**config.mk**
```make
export PLATFORM = sky130hd
export DESIGN_NAME = distance_loader
export DESIGN_NICKNAME = d
export VERILOG_FILES = /design/src/rtl/replica_pkg.sv /design/src/rtl/tri_index_counter.sv /design/src/rtl/distance_loader.sv
export SDC_FILE = /design/constraint.sdc
export NUM_CORES = 1
export LEC_CHECK = 0
export ABC_AREA = 1
export CAP_MARGIN = 0
export CORE_MARGIN = 2
export CORE_UTILIZATION = 45
export DETAILED_ROUTE_END_ITERATION = 16
export HOLD_SLACK_MARGIN = 0.08
export PLACE_DENSITY = 0.81
export SLEW_MARGIN = 20
export SYNTH_ARGS = -nofsm -noshare
export SYNTH_HDL_FRONTEND = slang
export SYNTH_HIERARCHICAL = 1
export SYNTH_SLANG_ARGS = --single-unit
export TNS_END_PERCENT = 10
```
**constraint.sdc**
```tcl
create_clock -name clk -period 1.5 [get_ports clk]
set_clock_uncertainty 0.05 [all_clocks]
set_input_delay 0.3 -clock clk [delete_from_list [all_inputs] [get_ports clk]]
set_output_delay 0.3 -clock clk [all_outputs]
set_load 0.1 [all_outputs]
```
**src/rtl/replica_pkg.sv**
```systemverilog
// Shared types and sizing for the replica array and its host-side table loader.
package replica_pkg;

    localparam int city_num     = 8;
    localparam int city_num_log = 3;

    typedef logic [7:0] distance_data_t;

    typedef enum logic [2:0] {
        IDLE,
        DIAG,
        LOAD_A,
        LOAD_B,
        DONE
    } loader_state_t;

endpackage

```
**src/rtl/tri_index_counter.sv**
```systemverilog
// Walks the strict upper triangle (i<j) of an ncity x ncity table in row-major order.
module tri_index_counter
    import replica_pkg::*;
#(
    parameter int ncity = city_num
) (
    input  logic                    clk,
    input  logic                    reset,
    input  logic                    clear,
    input  logic                    step,
    output logic [city_num_log-1:0] i,
    output logic [city_num_log-1:0] j,
    output logic                    last
);

    localparam int W = city_num_log;
    localparam logic [W-1:0] LAST_IDX = W'(ncity - 1);
    localparam logic [W-1:0] PEN_IDX  = W'(ncity - 2);

    logic [W-1:0] i_q, i_d;
    logic [W-1:0] j_q, j_d;

    assign i    = i_q;
    assign j    = j_q;
    assign last = (i_q == PEN_IDX) && (j_q == LAST_IDX);

    // Stepping past the final pair returns to (0,1) instead of overflowing j.
    always_comb begin
        i_d = i_q;
        j_d = j_q;
        if (clear || (step && last)) begin
            i_d = '0;
            j_d = W'(1);
        end else if (step) begin
            if (j_q < LAST_IDX) begin
                j_d = j_q + 1'b1;
            end else begin
                i_d = i_q + 1'b1;
                j_d = i_q + W'(2);
            end
        end
    end

    always_ff @(posedge clk) begin
        if (!reset) begin
            i_q <= '0;
            j_q <= W'(1);
        end else begin
            i_q <= i_d;
            j_q <= j_d;
        end
    end

endmodule

```
**src/rtl/distance_loader.sv**
```systemverilog
// Expands an upper-triangle distance stream into a symmetric table on the node broadcast bus.
//
// state  | meaning
// IDLE   | waiting for start
// DIAG   | writing zero to {d,d}, one entry per cycle
// LOAD_A | s_ready high, waiting for the next (i,j) distance
// LOAD_B | writing the mirrored {j,i} entry, then advancing (i,j)
// DONE   | one-cycle done pulse
module distance_loader
    import replica_pkg::*;
#(
    parameter int ncity = city_num
) (
    input  logic                      clk,
    input  logic                      reset,
    input  logic                      start,
    input  logic                      abort,
    input  logic                      s_valid,
    output logic                      s_ready,
    input  distance_data_t            s_data,
    output logic                      busy,
    output logic                      done,
    output logic                      distance_write,
    output logic [city_num_log*2-1:0] distance_w_addr,
    output distance_data_t            distance_w_data
);

    localparam int W = city_num_log;
    localparam logic [W-1:0] LAST_IDX = W'(ncity - 1);

    loader_state_t   state_q, state_d;
    logic [W-1:0]    d_q, d_d;
    distance_data_t  data_q, data_d;
    logic            write_q, write_d;
    logic [2*W-1:0]  addr_q, addr_d;
    distance_data_t  wdata_q, wdata_d;
    logic            busy_q, busy_d;
    logic            done_q, done_d;

    logic            tri_clear;
    logic            tri_step;
    logic [W-1:0]    tri_i;
    logic [W-1:0]    tri_j;
    logic            tri_last;

    tri_index_counter #(
        .ncity (ncity)
    ) u_tri (
        .clk   (clk),
        .reset (reset),
        .clear (tri_clear),
        .step  (tri_step),
        .i     (tri_i),
        .j     (tri_j),
        .last  (tri_last)
    );

    assign s_ready         = (state_q == LOAD_A);
    assign busy            = busy_q;
    assign done            = done_q;
    assign distance_write  = write_q;
    assign distance_w_addr = addr_q;
    assign distance_w_data = wdata_q;

    always_ff @(posedge clk) begin
        if (!reset) begin
            state_q <= IDLE;
            d_q     <= '0;
            data_q  <= '0;
            write_q <= 1'b0;
            addr_q  <= '0;
            wdata_q <= '0;
            busy_q  <= 1'b0;
            done_q  <= 1'b0;
        end else begin
            state_q <= state_d;
            d_q     <= d_d;
            data_q  <= data_d;
            write_q <= write_d;
            addr_q  <= addr_d;
            wdata_q <= wdata_d;
            busy_q  <= busy_d;
            done_q  <= done_d;
        end
    end

    always_comb begin
        state_d = state_q;
        if (abort) begin
            state_d = IDLE;
        end else begin
            case (state_q)
                IDLE:    if (start) state_d = DIAG;
                DIAG:    if (d_q == LAST_IDX) state_d = LOAD_A;
                LOAD_A:  if (s_valid) state_d = LOAD_B;
                LOAD_B:  state_d = tri_last ? DONE : LOAD_A;
                DONE:    state_d = IDLE;
                default: state_d = IDLE;
            endcase
        end
    end

    // Write strobes are registered, so each state's write lands one cycle after it is decided.
    always_comb begin
        d_d       = d_q;
        data_d    = data_q;
        write_d   = 1'b0;
        addr_d    = '0;
        wdata_d   = '0;
        busy_d    = (state_d != IDLE);
        done_d    = (state_d == DONE);
        tri_clear = 1'b0;
        tri_step  = 1'b0;
        if (abort) begin
            d_d       = '0;
            data_d    = '0;
            tri_clear = 1'b1;
        end else begin
            case (state_q)
                IDLE: begin
                    d_d       = '0;
                    tri_clear = 1'b1;
                end
                DIAG: begin
                    write_d   = 1'b1;
                    addr_d    = {d_q, d_q};
                    d_d       = (d_q == LAST_IDX) ? '0 : d_q + 1'b1;
                    tri_clear = 1'b1;
                end
                LOAD_A: begin
                    if (s_valid) begin
                        data_d  = s_data;
                        write_d = 1'b1;
                        addr_d  = {tri_i, tri_j};
                        wdata_d = s_data;
                    end
                end
                LOAD_B: begin
                    write_d  = 1'b1;
                    addr_d   = {tri_j, tri_i};
                    wdata_d  = data_q;
                    tri_step = 1'b1;
                end
                default: ;
            endcase
        end
    end

endmodule

```
==> results.env <==
YOSYS_MOST_USED_DFF='sky130_fd_sc_hd__dfxtp_1'
DESIGN.DIE.AREA_SQ_UM=3980
FINAL-INSTANCE-COUNT-EXCL-FILL=310
DRIVE_GT1_SHARE_PCT=27.7
TIMING.FINAL.WS_SETUP_NS=-0.0825
CLKPWRFRAC_PCT=40.5
MAXIMUM_COUNT_OF_CLOCK_BUFFERS_ALONG_A_SINGLE_PATH=2
WL_MET1_UM=1630
SYNTH_TOP_AREA_CELL='sky130_fd_sc_hd__dfxtp_1'
ROWS=21
CTS.SINK_COUNT=37
DETAILROUTE.VIA_COUNT=1565
GRT_PASS1_VIAS=1466
POST_SYNTH_NUM_CELL_TYPES=22
FIRST_PASS_GRT_WIRE_LENGTH_UM=6440
FINAL_MAX_SLEW_VIOL_COUNT=0
SYNTH_AREA_IN_COMPOUND_GATES_PCT=8.61
TIMING.SLEW.HEADROOM_PCT=76.7
SYNTHESIS.AREA_SQ_UM=1570
INTPOWER_uW=1430
SYNTH_XOR_XNOR_AREA_SHARE_PCT=0.558
FLOORPLAN.CORE_AREA_SQ_UM=3340
ROUTE.DETAILED.WL_PER_INST_UM=13.5
TOTALPOWERFINAL_uW=1840
HTREE_LEVELS=2
SEQUENTIAL_TO_TOTAL_AREA_SHARE_FROM_YOSYS_STAT_PCT=47.2
MAIN_COMBINATIONAL_CELL_FAMILY_BY_AREA_AFTER_SYNTHESIS='simple AND/OR/NAND/NOR gates'
SYNTH-SEQ-CELLS=37
DRC_ERRORS=0
NUMPORTBUFFERS=30
SYN_AREA_PER_CELL_SQ_UM=7.51
WL_MET2_UM=2180
GRT-OVFL-TOTAL=0
CRIT_ARRIVAL_NS=1.23
CTS_BUFFERS=5
WORSTPATHMAXFANOUT=6
FINAL_COUNT_OF_HOLD_TIMING_VIOLATIONS=0
COMBPWRFRAC_PCT=5.7
TIMING.SETUP.TNS_NS=-0.0825
ROUTE.ANTENNA.REMAINING_NETS=0
FAILED_CHECKS='setup timing'
WORST_SETUP_PATH_END_KIND='primary output'
SYNTH-SIMPLE-AREA-SHARE_PCT=30.1
START_KIND='flip-flop'
CLK_TRANSITION_REPORTED_PATHS_NS=0.12
CELL_AT_THE_ROOT_OF_THE_CLOCK_TREE='sky130_fd_sc_hd__clkbuf_4'
TIMING.FMAX_MHz=632
SYNTHESIS.NETS=228
SYNTH_FA_HA_AREA_SHARE_PCT=4.78
SYNTH_TOP_CELLS_BY_COUNT='sky130_fd_sc_hd__nand2_1, sky130_fd_sc_hd__dfxtp_1, sky130_fd_sc_hd__a21oi_1'
CTS_TREE='built'
FLOORPLAN.INITIALDENSITY_PCT=47.1
GP_ROUTABILITY_CONGESTION=0.880
LAYOUT_WORST_PATH_CYCLE_SHARE_PCT=106
NUMBER_OF_ENABLE_FLIP_FLOP_CELLS_AFTER_SYNTHESIS=0
GRT_START_MAX_NET_PINS=20
DRT_PASS_1_ITERS=5
MET3_LENGTH_UM=255
VIASPERCELL=5.05
LEAKAGEPOWER_uW=0.00104
RSZ0062_AT_GRT='yes'
MAX-CAP-VIOLATIONS=0
NNETSFINAL=282
HPWLAFTERDP_UM=2670
DRTITER0DRC=140
MULTIPLEXER_AREA_FRACTION_AFTER_SYNTHESIS_PCT=0
REG2REG_SETUP_SLACK_NS=0.01
CLK-INSERTION-DELAY-LATE_NS=0.37
TOTAL_SWITCHING_POWER_uW=407
FLOORPLAN.IO_PINS=31
FP.DIEH_UM=63.1
FINAL_PERIOD_MINUS_WORST_SETUP_SLACK_NS=1.58
SETUP_VIOL=1
CP.REQUIRED_NS=1.15
HP-CLASS='reg -> reg'
YS_WARN_COUNT=6
CP_CLASS='reg -> out'
SLEW_AT_THE_PIN_WITH_THE_WORST_MAX_SLEW_SLACK_NS=0.348
HIGHEST_LAYER='met4'
YOSYS.CELL_COUNT.TOP_TYPE='sky130_fd_sc_hd__nand2_1'
SYNTH_ASYNC_SR_FLOP_SHARE_PCT=0
P_SW_SHARE_PCT=22.1
NETLIST_TOP_CELLS_AREA='sky130_fd_sc_hd__dfxtp_1, sky130_fd_sc_hd__nand2_1, sky130_fd_sc_hd__a21oi_1, sky130_fd_sc_hd__ha_1, sky130_fd_sc_hd__inv_1'
AREA.GROWTH.SYNTH_TO_FINAL_PCT=51.9
SEQUENTIAL_POWER_SHARE_PCT=53.8
POWER_DENSITY_CELLS_nW_PER_UM2=770
OUTCOME='finished, violations left'
IRDROPWORSTVDD_mV=0.632
DIE_W_UM=63.1
DRT-TOTAL-WL_UM=4200
ANTENNADIODECOUNT=0
SYNTH_TOP_AREA_SHARE_PCT=47.2
SYN-INSTANCE-COUNT=209
TRACK_USAGE_PCT=21.3
POST-PLACE-CELLS=295
NUMBER_OF_ANTENNA_VIOLATIONS_AT_THE_FIRST_CHECK_IN_GLOBAL_ROUTING=0
power groups by stage:
stage / Combinational [uW] / Sequential, uW / Clock, uW
final: 105 / 989 / 744
after global routing: 112 / 990 / 799
after CTS: 101 / 988 / 747
after detailed placement: 97.0 / 1010 / 0
after global placement: 95.6 / 1010 / 0
after floorplan: 25.9 / 1020 / 0
cell type report:
| class | instances | area (sq um) |
|---|---|---|
| well taps | 46 | 57.6 |
| flip-flops and latches | 37 | 748 |
| clock inverters | 2 | 37.5 |
| inverters | 30 | 121 |
| multi-input cells | 138 | 731 |
| clock buffers | 6 | 51.3 |
| repair buffers | 51 | 638 |
| fillers | 232 | 952 |
cells in the final DEF, fill, tap and decap left out, drive strengths merged:
cell type	netlist	routed
nand4	3	3
nor4	1	1
nand2	69	69
nand3b	1	1
xor2	1	1
ha	6	6
nand3	15	15
dfxtp	37	37
nor2	12	12
clkinvlp	0	2
buf	4	39
clkinv	1	1
a21oi	25	25
o21ai	2	2
inv	29	28
clkdlybuf4s50	0	12
nor3	2	2
bufinv	0	1
and3	1	1
clkbuf	0	6
registers in the layout (all words and copies together), names as in the netlist:
signal,cells
busy,1
distance_w_addr,6
distance_w_data,8
done,1
u_tri/j,3
d_q,3
distance_write,1
data_q,8
u_tri/i,3
state_q,3
per-stage QoR:
stage          hold WS (ns)  util [%]  area, sq um  worst slack, ns
2_1_floorplan         0.394         -         1570          -0.0611
3_3_place_gp          0.401      65.7         2190           -0.239
3_5_place_dp          0.406      65.7         2190           -0.283
4_1_cts               0.424      70.0         2330          -0.0642
5_1_grt               0.446      71.5         2380           -0.119
6_report              0.423      71.5         2380          -0.0825
routing by layer:
layer / global-route usage (%) / vias to the layer above
li1: - / 768
met1: 23.6 / 718
met2: 36.0 / 64
met3: 8.21 / 15
met4: 9.72 / 0
met5: 0 / -
logic make-up after synthesis:
family | after synthesis
buffers and inverters | 34
AOI/OAI and AO/OA | 27
adders and majority gates | 6
and+or+nand+nor | 104
xor gates and xnor gates | 1
DFF | 37
repair_timing:
| action | 4_1_cts | 5_1_grt |
|---|---|---|
| setup endpoints to repair | 1 | 8 |
| pin swaps | 1 | 2 |
| buffers inserted | 4 | 3 |
| hold buffers | 0 | 0 |
| gates resized for setup | 9 | 6 |
worst max-delay path, stage by stage (launching register included):
cell and delay (ns):
sky130_fd_sc_hd__dfxtp_4 0.40, sky130_fd_sc_hd__nor2_4 0.15, sky130_fd_sc_hd__nand2_4 0.08, sky130_fd_sc_hd__clkinvlp_4 0.09
sky130_fd_sc_hd__buf_12 0.17
final timing paths:
check,start,end,cells past startpoint
max,state_q[2]$_SDFF_PN0_,s_ready,4
max reg2reg,state_q[1]$_SDFF_PN0_,u_tri/i[2]$_SDFFE_PP0P_,8
min,data_q[7]$_SDFFE_PP0P_,distance_w_data[7]$_SDFF_PP0_,2
min reg2reg,data_q[7]$_SDFFE_PP0P_,distance_w_data[7]$_SDFF_PP0_,2
No activity file was read; power rests on OpenSTA's default activity.
